**config.mk**
```make
export PLATFORM = sky130hd
export DESIGN_NAME = epmp_mem_arbiter
export DESIGN_NICKNAME = d
export VERILOG_FILES = /design/src/rtl/epmp_mem_arbiter.sv
export SDC_FILE = /design/constraint.sdc
export NUM_CORES = 1
export LEC_CHECK = 0
export BUFFER_PORTS_ARGS = -buffer_cell sky130_fd_sc_hd__clkbuf_2
export CAP_MARGIN = 20
export CORE_ASPECT_RATIO = 0.5
export CORE_MARGIN = 1
export CORE_UTILIZATION = 40
export CTS_CLUSTER_SIZE = 12
export DETAILED_ROUTE_END_ITERATION = 10
export GPL_TIMING_DRIVEN = 0
export PLACE_DENSITY = 0.71
export SLEW_MARGIN = 0
export SYNTH_ARGS = -nofsm -noshare
export SYNTH_HDL_FRONTEND = slang
export SYNTH_SLANG_ARGS = --single-unit
```
**constraint.sdc**
```tcl
create_clock -name clk_i -period 1.7 [get_ports clk_i]
set_input_delay 0.51 -clock clk_i [delete_from_list [all_inputs] [get_ports clk_i]]
set_output_delay 0.51 -clock clk_i [all_outputs]
set_load 0.005 [all_outputs]
```
**src/rtl/epmp_mem_arbiter.sv**
```systemverilog
// EPMP memory arbiter: shares the external synchronous memory port between
// the CPU control unit and the debug/monitor host port. Each access runs
// IDLE -> ACCESS -> (WAIT for reads) -> ACK, one access outstanding at a time.
// Optional build macro EPMP_ARB_HOST_LOCK_EN adds host_lock_i, which masks the
// CPU request in IDLE so the host gets exclusive use of the memory.
module epmp_mem_arbiter #(
    parameter int unsigned AW          = 8,
    parameter int unsigned DW          = 8,
    parameter int unsigned RD_LATENCY  = 1,
    parameter int unsigned ROUND_ROBIN = 1
) (
    input  logic          clk_i,
    input  logic          rst_i,
`ifdef EPMP_ARB_HOST_LOCK_EN
    input  logic          host_lock_i,
`endif
    input  logic          cpu_req_i,
    input  logic          cpu_we_i,
    input  logic [AW-1:0] cpu_addr_i,
    input  logic [DW-1:0] cpu_wdata_i,
    output logic [DW-1:0] cpu_rdata_o,
    output logic          cpu_ack_o,
    input  logic          host_req_i,
    input  logic          host_we_i,
    input  logic [AW-1:0] host_addr_i,
    input  logic [DW-1:0] host_wdata_i,
    output logic [DW-1:0] host_rdata_o,
    output logic          host_ack_o,
    output logic          mem_en_o,
    output logic          mem_we_o,
    output logic [AW-1:0] mem_addr_o,
    output logic [DW-1:0] mem_wdata_o,
    input  logic [DW-1:0] mem_rdata_i,
    output logic          grant_host_o,
    output logic          busy_o
);

    localparam int unsigned CW = 2;

    // Read latency must fit the 2-bit wait counter.
    if (RD_LATENCY < 1 || RD_LATENCY > 3) begin : g_bad_rd_latency
        $error("epmp_mem_arbiter: RD_LATENCY must be in 1..3");
    end

    typedef enum logic [1:0] {
        S_IDLE   = 2'd0,
        S_ACCESS = 2'd1,
        S_WAIT   = 2'd2,
        S_ACK    = 2'd3
    } state_e;

    state_e        state_q, state_d;
    logic [CW-1:0] cnt_q, cnt_d;
    logic          mem_en_q, mem_en_d;
    logic          mem_we_q, mem_we_d;
    logic [AW-1:0] mem_addr_q, mem_addr_d;
    logic [DW-1:0] mem_wdata_q, mem_wdata_d;
    logic          grant_host_q, grant_host_d;
    logic          last_host_q, last_host_d;
    logic [DW-1:0] cpu_rdata_q, cpu_rdata_d;
    logic [DW-1:0] host_rdata_q, host_rdata_d;
    logic          cpu_ack_q, cpu_ack_d;
    logic          host_ack_q, host_ack_d;
    logic          busy_q, busy_d;
    logic          cpu_req_eff;
    logic          pick_host;

    // CPU request as seen by arbitration (masked while the host holds the lock).
`ifdef EPMP_ARB_HOST_LOCK_EN
    assign cpu_req_eff = cpu_req_i & ~host_lock_i;
`else
    assign cpu_req_eff = cpu_req_i;
`endif

    // State register and all registered outputs; reset aborts any access.
    always_ff @(posedge clk_i or posedge rst_i) begin
        if (rst_i) begin
            state_q      <= S_IDLE;
            cnt_q        <= '0;
            mem_en_q     <= 1'b0;
            mem_we_q     <= 1'b0;
            mem_addr_q   <= '0;
            mem_wdata_q  <= '0;
            grant_host_q <= 1'b0;
            last_host_q  <= 1'b1;
            cpu_rdata_q  <= '0;
            host_rdata_q <= '0;
            cpu_ack_q    <= 1'b0;
            host_ack_q   <= 1'b0;
            busy_q       <= 1'b0;
        end else begin
            state_q      <= state_d;
            cnt_q        <= cnt_d;
            mem_en_q     <= mem_en_d;
            mem_we_q     <= mem_we_d;
            mem_addr_q   <= mem_addr_d;
            mem_wdata_q  <= mem_wdata_d;
            grant_host_q <= grant_host_d;
            last_host_q  <= last_host_d;
            cpu_rdata_q  <= cpu_rdata_d;
            host_rdata_q <= host_rdata_d;
            cpu_ack_q    <= cpu_ack_d;
            host_ack_q   <= host_ack_d;
            busy_q       <= busy_d;
        end
    end

    // Next-state logic; registered outputs are computed for the state being entered.
    always_comb begin
        state_d      = state_q;
        cnt_d        = cnt_q;
        mem_en_d     = 1'b0;
        mem_we_d     = 1'b0;
        mem_addr_d   = mem_addr_q;
        mem_wdata_d  = mem_wdata_q;
        grant_host_d = grant_host_q;
        last_host_d  = last_host_q;
        cpu_rdata_d  = cpu_rdata_q;
        host_rdata_d = host_rdata_q;
        cpu_ack_d    = 1'b0;
        host_ack_d   = 1'b0;
        pick_host    = 1'b0;

        case (state_q)
            S_IDLE: begin
                if (cpu_req_eff && host_req_i) begin
                    pick_host = (ROUND_ROBIN != 0) ? ~last_host_q : 1'b0;
                end else begin
                    pick_host = host_req_i;
                end
                if (cpu_req_eff || host_req_i) begin
                    grant_host_d = pick_host;
                    mem_en_d     = 1'b1;
                    mem_we_d     = pick_host ? host_we_i    : cpu_we_i;
                    mem_addr_d   = pick_host ? host_addr_i  : cpu_addr_i;
                    mem_wdata_d  = pick_host ? host_wdata_i : cpu_wdata_i;
                    state_d      = S_ACCESS;
                end
            end
            S_ACCESS: begin
                // mem_we_q still holds the latched direction during this cycle.
                if (mem_we_q) begin
                    cpu_ack_d  = ~grant_host_q;
                    host_ack_d = grant_host_q;
                    state_d    = S_ACK;
                end else begin
                    cnt_d   = CW'(RD_LATENCY - 1);
                    state_d = S_WAIT;
                end
            end
            S_WAIT: begin
                if (cnt_q == '0) begin
                    if (grant_host_q) begin
                        host_rdata_d = mem_rdata_i;
                    end else begin
                        cpu_rdata_d  = mem_rdata_i;
                    end
                    cpu_ack_d  = ~grant_host_q;
                    host_ack_d = grant_host_q;
                    state_d    = S_ACK;
                end else begin
                    cnt_d = cnt_q - CW'(1);
                end
            end
            S_ACK: begin
                last_host_d = grant_host_q;
                state_d     = S_IDLE;
            end
            default: begin
                state_d = S_IDLE;
            end
        endcase

        busy_d = (state_d != S_IDLE);
    end

    assign cpu_rdata_o  = cpu_rdata_q;
    assign cpu_ack_o    = cpu_ack_q;
    assign host_rdata_o = host_rdata_q;
    assign host_ack_o   = host_ack_q;
    assign mem_en_o     = mem_en_q;
    assign mem_we_o     = mem_we_q;
    assign mem_addr_o   = mem_addr_q;
    assign mem_wdata_o  = mem_wdata_q;
    assign grant_host_o = grant_host_q;
    assign busy_o       = busy_q;

endmodule

```
==> results.cfg, run 1 <==
[logic_synthesis]
syn_avg_cell_area_um2 = 11.4
synthXorXnorAreaFrac = 0
synthCells = 165
syn_nets = 216
yosys_warnings = 0
synth_top_area_share = 0.558
synth_top_family_by_area = compound AO/OA/AOI/OAI gates
yosysSeqAreaShare = 0.572
netlist_area_um2 = 1880
synthAdderAreaFrac = 0.0332
ys_async_sr_fraction = 1.00
muxShareOfSynthArea = 0.108
synthSimpleGateAreaFrac = 0.101
synth_compound_area_frac = 0.146
synth_edf_count = 0
synth_commonest_cells = dfrtp_1 (42), a21oi_1 (32), nand2_1 (20), mux2_2 (18), nor2_1 (18)
synth.distinct_cells = 27
yosys-top-cells-area = dfrtp_1 (56%), mux2_2 (11%), a21oi_1 (8.5%)
yosysTopAreaCell = dfrtp_1
synthFlopType = dfrtp_1
yosysMostFrequentCell = dfrtp_1
yosys_register_bits = 43

[routing]
vias = 1518
drt_pre_antenna_iters = 6
avgRoutedWirePerCell_um = 13.0
routed_wl_mm = 4.07
viasPerCell = 4.85
ant_nets = 0
drc = 0
drtIter0Drc = 46

[timing]
maxSlewViolCount = 0
rsz0062_at_grt = false
final.setup_skew_ps = 7.38
fin_crit_sh = 0.938
max-slew-margin-rel = 0.417
setup_viol = 0
tightest_slew_ps = 874
whs_ps = 383
fmax_mhz = 627
finalCriticalPeriod_ps = 1600
hold_viol_final = 0

[cts]
cts_tree = built
clock_latency_ps = 290
ctsLongestPathBuffers = 2
cts_buffers = 5
cts_resized = 0
cts-root-buf = clkbuf_8
holdBufCountCts = 0
post_cts_buffers = 0
htreeDepth = 2
numClockSinks = 43
clkSlewWorstSetupHoldPaths_ps = 80

[layout]
finalNonFillerCells = 313
nFillCells = 408
num_antenna_cells = 0
regArea_um2 = 1080
nNetsFinal = 306
synthToLayoutAreaGrowth_pct = 32.0
fin_util = 0.557
multi_input_area_um2 = 738
drive_above_1_share = 0.500
final_area_um2 = 2490

[global_route]
grt_pass1_vias = 1493
grt_pass1_wl_mm = 6.58
grt_max_degree = 44
grt_antenna_before_repair = 0
grt_util_all_layers = 0.171
overflow = 0

[setup_path]
worst-path-max-fanout = 8
critPathMaxStageDelay_ps = 420
startpoint_type = register
crit_type = reg2reg
cp.required_ps = 1870
critPathArrivalTime_ps = 1770
critPathCaptureType = register
cpMaxStageDelayCell = dfrtp_2
crit_chain = inv_1 > ha_1 > buf_2 > a22oi_2 > a211oi_1 > or2_2

[place]
post_dp_cell_area_um2 = 2370
numPortBuffers = 83
place_hpwl_mm = 3.07
dp_cells = 305
gp_congestion = 0.731

[floorplanning]
die_w_um = 99.0
num_rows = 17
initial_core_util = 0.422
pin_count = 84
die_h_um = 50.5
die_area_um2 = 5000
fp.coreArea_um2 = 4470

[job]
drv_cap = 0

[power]
power_density_nw_per_um2 = 1810
peakVddDrop_v = 0.000644
power.total_w = 0.00451
leakage_nw = 1.26

[status]
status = finished, final reports clean

[hold_path]
hold_path_class = in2async
cell usage in the layout, fill, tap and decap left out, types with 2 or more instances in the layout:
master,instances
clkbuf_1,2
inv_1,4
buf_6,3
a211oi_1,2
a21oi_1,32
clkbuf_8,5
ha_1,4
nor2_1,18
mux2_2,18
dfrtp_1,41
a21bo_2,2
nand2_1,20
buf_4,2
clkbuf_2,83
inv_2,2
logic make-up (layout without fill, tap and decap cells):
family	count (synthesis)	count (layout)
AOI/OAI and AO/OA	43	43
muxes	18	18
buffers and inverters	12	103
and+or+nand+nor	44	44
adders and majority gates	5	5
DFF	43	43
registers in the layout, summed over array words and instances (netlist names), 2 cells and up:
| register | cells |
|---|---|
| cpu_rdata_o | 8 |
| host_rdata_o | 8 |
| mem_addr_o | 8 |
| mem_wdata_o | 8 |
| cnt_q | 2 |
| state_q | 2 |
power by group:
| group | total (W) | leakage, nW | internal (W) | switching (W) |
|---|---|---|---|---|
| Clock | 0.000763 | 0.0524 | 0.000440 | 0.000323 |
| Combinational | 0.00191 | 0.705 | 0.000984 | 0.000922 |
| Sequential | 0.00184 | 0.500 | 0.00155 | 0.000292 |
cell type report:
| class | instances | share of cell area |
|---|---|---|
| Clock inverter | 1 | 0.0121 |
| Sequential cell | 43 | 0.434 |
| Clock buffer | 7 | 0.0307 |
| Buffer | 6 | 0.0216 |
| Inverter | 6 | 0.00906 |
| Timing Repair Buffer | 83 | 0.167 |
| Tap cell | 57 | 0.0287 |
| Multi-Input combinational cell | 110 | 0.297 |
final timing paths:
check                                from              to  slack [ps]  cells past startpoint
max                            state_q[0]          busy_o         100                      6
min                                 rst_i  mem_wdata_o[0]         380                      2
max reg2reg                    state_q[0]          busy_o         100                      6
min reg2reg                      cnt_q[0]        cnt_q[0]         490                      1
max in group asynchronous           rst_i      state_q[0]         710                      2
min in group clk_i         cpu_wdata_i[5]  mem_wdata_o[5]         430                      3
worst max-delay path, delay by kind of cell, from the launching register on:
family                   cells  cell delay (ps)
AND/OR/NAND/NOR              1              280
AO/OA/AOI/OAI                2              350
buffers and inverters        2              250
adder cells (fa/ha/maj)      1              190
flip-flops                   1              420
through the flow:
| stage | setup WS [ps] | setup TNS, ps |
|---|---|---|
| 5_1_grt | 12.2 | 0 |
| 2_1_floorplan | 189 | 0 |
| 4_1_cts | 23.3 | 0 |
| 3_5_place_dp | 41.1 | 0 |
| 6_report | 105 | 0 |
| 3_3_place_gp | -333 | -13960 |
metal layers:
| metal | share of wire | routed length (um) | global-route usage | up-vias |
|---|---|---|---|---|
| met5 | 0 | 0 | 0 | - |
| met4 | 0.0044 | 18 | 0.0398 | 0 |
| met3 | 0.041 | 166 | 0.0376 | 2 |
| met2 | 0.52 | 2130 | 0.319 | 41 |
| li1 | - | - | - | 745 |
| met1 | 0.43 | 1750 | 0.203 | 730 |
(Power assumes the default switching activity.)
==> run 2, diff against run 1 <==
Settings changed: BUFFER_PORTS_ARGS -buffer_cell sky130_fd_sc_hd__clkbuf_2 to not set, DONT_BUFFER_PORTS set to 1, PLACE_DENSITY 0.71 to 0.55.
==> results.cfg, run 2 (synthesis gave the netlist of run 1 again) <==
[power]
leakage_nw = 0.902
power_density_nw_per_um2 = 1920
peakVddDrop_v = 0.000651

[timing]
rsz0062_at_grt = false
fmax_mhz = 636
fin_crit_sh = 0.924
timing.final.ws_setup_ps = 128
setup_viol = 0
hold_viol_final = 0
max-slew-margin-rel = 0.389
whs_ps = 298
final.setup_skew_ps = 7.24
maxSlewViolCount = 0
finalCriticalPeriod_ps = 1570
tightest_slew_ps = 916

[routing]
met1Wirelength_mm = 1.69
viasPerCell = 5.32
wl_met2_mm = 1.72
highest_layer = met4
ant_nets = 0
vias = 1224
dr_wl_met3_um = 341
drc = 0
drtIter0Drc = 43
avgRoutedWirePerCell_um = 16.4
drt_pre_antenna_iters = 4
routed_wl_mm = 3.77

[layout]
drive_above_1_share = 0.266
num_antenna_cells = 0
finalNonFillerCells = 230
layout_common_cells = dfrtp_1 (41), a21oi_1 (32), nand2_1 (20)
final_area_um2 = 2050
nFillCells = 433
nNetsFinal = 223
final_common_cell = dfrtp_1
synthToLayoutAreaGrowth_pct = 8.84

[floorplanning]
pin_count = 84
initial_core_util = 0.422
fp.coreArea_um2 = 4470
die_h_um = 50.5
die_w_um = 99.0
die_area_um2 = 5000
num_rows = 17

[cts]
cts-root-buf = clkbuf_8
clock_latency_ps = 290
holdBufCountCts = 0
numClockSinks = 43
cts_buffers = 5
cts_resized = 0
htreeDepth = 2
cts_tree = built
ctsLongestPathBuffers = 2
post_cts_buffers = 0
clkSlewWorstSetupHoldPaths_ps = 80

[setup_path]
worst-path-max-fanout = 8
crit_type = reg2reg
critPathArrivalTime_ps = 1750
critPathCaptureType = register
cp.required_ps = 1870
startpoint_type = register

[global_route]
grt_pass1_vias = 1179
overflow = 0
grt_util_all_layers = 0.158
grt_pass1_wl_mm = 5.94
grt_max_degree = 44
grt_antenna_before_repair = 0

[place]
place_ws_ps = 58.1
post_dp_cell_area_um2 = 1950
dp_cells = 222
gp_congestion = 0.663
numPortBuffers = 0
place_hpwl_mm = 2.64

[hold_path]
hold_path_class = in2async

[status]
status = finished, final reports clean

[job]
drv_cap = 0
-- run 2: cell count changes in the layout (fill, tap and decap cells not counted), sizes merged --
cell	before	now
clkbuf	90	6
bufinv	1	0
clkinv	0	1
clkinvlp	0	1
-- run 2: path summary, 6_finish.rpt --
kind,from,slack (ps),cells after the start,to
max,state_q[0],130,5,host_rdata_o[5]
min,rst_i,300,1,mem_wdata_o[5]
min in group clk_i,cpu_wdata_i[0],340,2,mem_wdata_o[0]
max reg2reg,state_q[0],130,5,host_rdata_o[5]
min reg2reg,cnt_q[1],490,1,cnt_q[1]
max in group asynchronous,rst_i,780,1,state_q[0]
-- run 2: per-layer routing --
layer | global-route usage | vias to the layer above
li1 | - | 575
met1 | 0.208 | 587
met2 | 0.252 | 60
met3 | 0.0641 | 2
met4 | 0.0224 | 0
met5 | 0 | -
-- run 2: where the power goes --
| part | internal (W) | switching [W] | leakage (nW) | total (W) |
|---|---|---|---|---|
| Combinational | 0.000671 | 0.000688 | 0.361 | 0.00136 |
| Clock | 0.000287 | 0.000337 | 0.0412 | 0.000624 |
| Sequential | 0.00155 | 0.000402 | 0.500 | 0.00195 |
| Total | 0.00251 | 0.00143 | 0.902 | 0.00393 |
-- run 2: cell type report --
class	count	area, um2	area share
buffer	6	53.8	0.0263
tap	57	71.3	0.0348
clock buffer	6	72.6	0.0354
inverter	6	22.5	0.0110
sequential	43	1080	0.526
clock inverter	2	12.5	0.00610
multi-input combinational	110	738	0.360
-- run 2: stage by stage --
step	TNS [ps]	power (W)	util
2_1_floorplan	0	0.00299	-
3_3_place_gp	-11670	0.00327	0.438
3_5_place_dp	0	0.00333	0.438
4_1_cts	0	0.00398	0.457
5_1_grt	0	0.00428	0.459
6_report	0	0.00393	0.459
-- run 2: critical path, stage by stage (launching register included) --
cell and delay [ps]:
dfrtp_2 450, inv_1 90, ha_1 130, buf_2 190, nand3_2 240, mux2_2 350
==> run 3, diff against run 2 <==
Settings changed: CORE_UTILIZATION 40 to 50, PLACE_DENSITY 0.55 to 0.66.
==> results.cfg, run 3 (synthesis gave the netlist of run 1 again) <==
[status]
status = finished, final reports clean

[layout]
finalNonFillerCells = 224
final_common_cell = dfrtp_1
layout_common_cells = dfrtp_1 (41), a21oi_1 (32), nand2_1 (20)
final_area_um2 = 2050
synthToLayoutAreaGrowth_pct = 8.90
fin_util = 0.584
num_antenna_cells = 0
nNetsFinal = 223
drive_above_1_share = 0.272

[setup_path]
critPathCaptureType = register
critPathArrivalTime_ps = 1770
crit_type = reg2reg
reg2reg_depth = 6
startpoint_type = register
worst-path-max-fanout = 8
cp.required_ps = 1880
reg2reg_slack_ps = 110

[place]
place_hpwl_mm = 2.50
post_dp_cell_area_um2 = 1950
dp_cells = 216
gp_congestion = 0.693
place_ws_ps = 68.0
numPortBuffers = 0

[timing]
max-slew-margin-rel = 0.418
timing.final.ws_setup_ps = 108
final.setup_skew_ps = 8.17
tightest_slew_ps = 872
fmax_mhz = 628
rsz0062_at_grt = false
maxSlewViolCount = 0
setup_viol = 0
fin_crit_sh = 0.936
finalCriticalPeriod_ps = 1590
hold_viol_final = 0

[routing]
drc = 0
drt_pre_antenna_iters = 6
vias = 1245
viasPerCell = 5.56
avgRoutedWirePerCell_um = 16.0
routed_wl_mm = 3.58
ant_nets = 0
drtIter0Drc = 55

[floorplanning]
pin_count = 84
initial_core_util = 0.537
die_w_um = 88.8
die_area_um2 = 4030
fp.coreArea_um2 = 3510
die_h_um = 45.4
num_rows = 15

[power]
leakage_nw = 0.905
peakVddDrop_v = 0.000914
power_density_nw_per_um2 = 1930

[cts]
cts-root-buf = clkbuf_8
htreeDepth = 2
holdBufCountCts = 0
clock_latency_ps = 290
numClockSinks = 43
ctsLongestPathBuffers = 2
clkSlewWorstSetupHoldPaths_ps = 90
cts_tree = built
cts_buffers = 5

[hold_path]
hold_path_class = in2async

[job]
drv_cap = 0

[global_route]
grt_util_all_layers = 0.188
grt_pass1_wl_mm = 5.46
grt_antenna_before_repair = 0
grt_max_degree = 44
grt_pass1_vias = 1191
overflow = 0
==> run 3: changes by cell type in the layout (fill, tap and decap cells not counted) <==
cell	before	now
clkinv_2	1	0
clkbuf_1	1	0
clkinv_4	0	2
==> run 3: report_power, final <==
group / switching [W] / total (W) / internal, W
combinational: 0.000680 / 0.00135 / 0.000668
sequential: 0.000399 / 0.00195 / 0.00155
clock: 0.000366 / 0.000659 / 0.000294
==> run 3: layout make-up <==
cell class                      count  area (um2)
Fill cell                         314        1460
Sequential cell                    43        1080
Tap cell                           51        63.8
Buffer                              6        53.8
Inverter                            6        22.5
Clock inverter                      3        25.0
Multi-Input combinational cell    110         738
Clock buffer                        5        68.8
==> run 3: path summary, 6_finish.rpt <==
path	from	end
hold / removal	rst_i	host_rdata_o[7]
hold reg to reg	cnt_q[0]	cnt_q[0]
max in group asynchronous	rst_i	state_q[0]
setup / recovery	state_q[0]	busy_o
setup reg to reg	state_q[0]	busy_o
min in group clk_i	cpu_wdata_i[1]	mem_wdata_o[1]
==> run 3: metrics by stage <==
| stage | hold WS [ps] | TNS (ps) | total power (W) |
|---|---|---|---|
| 5_1_grt | 337 | 0 | 0.00428 |
| 3_5_place_dp | 476 | 0 | 0.00332 |
| 2_1_floorplan | 456 | 0 | 0.00299 |
| 3_3_place_gp | 472 | -9740 | 0.00326 |
| 4_1_cts | 298 | 0 | 0.00400 |
| 6_report | 266 | 0 | 0.00395 |
==> run 3: timing repair <==
item | CTS | global route
gates resized for setup | 0 | 3
buffers inserted | 0 | 0
setup endpoints to repair | 0 | 10
==> run 3: critical path, stage by stage (launching register included) <==
cell and delay (ps):
dfrtp_2 420, inv_1 80, ha_1 190, buf_2 170
a22oi_2 210, a211oi_1 120, or2_2 290
==> run 3: per-layer routing <==
metal	share of wire	track usage	vias to the layer above	routed length, um
met5	0	0	-	0
met4	0.0045	0.0581	0	16
met3	0.11	0.0888	4	409
met2	0.46	0.312	59	1640
met1	0.42	0.220	605	1520
li1	-	-	577	-
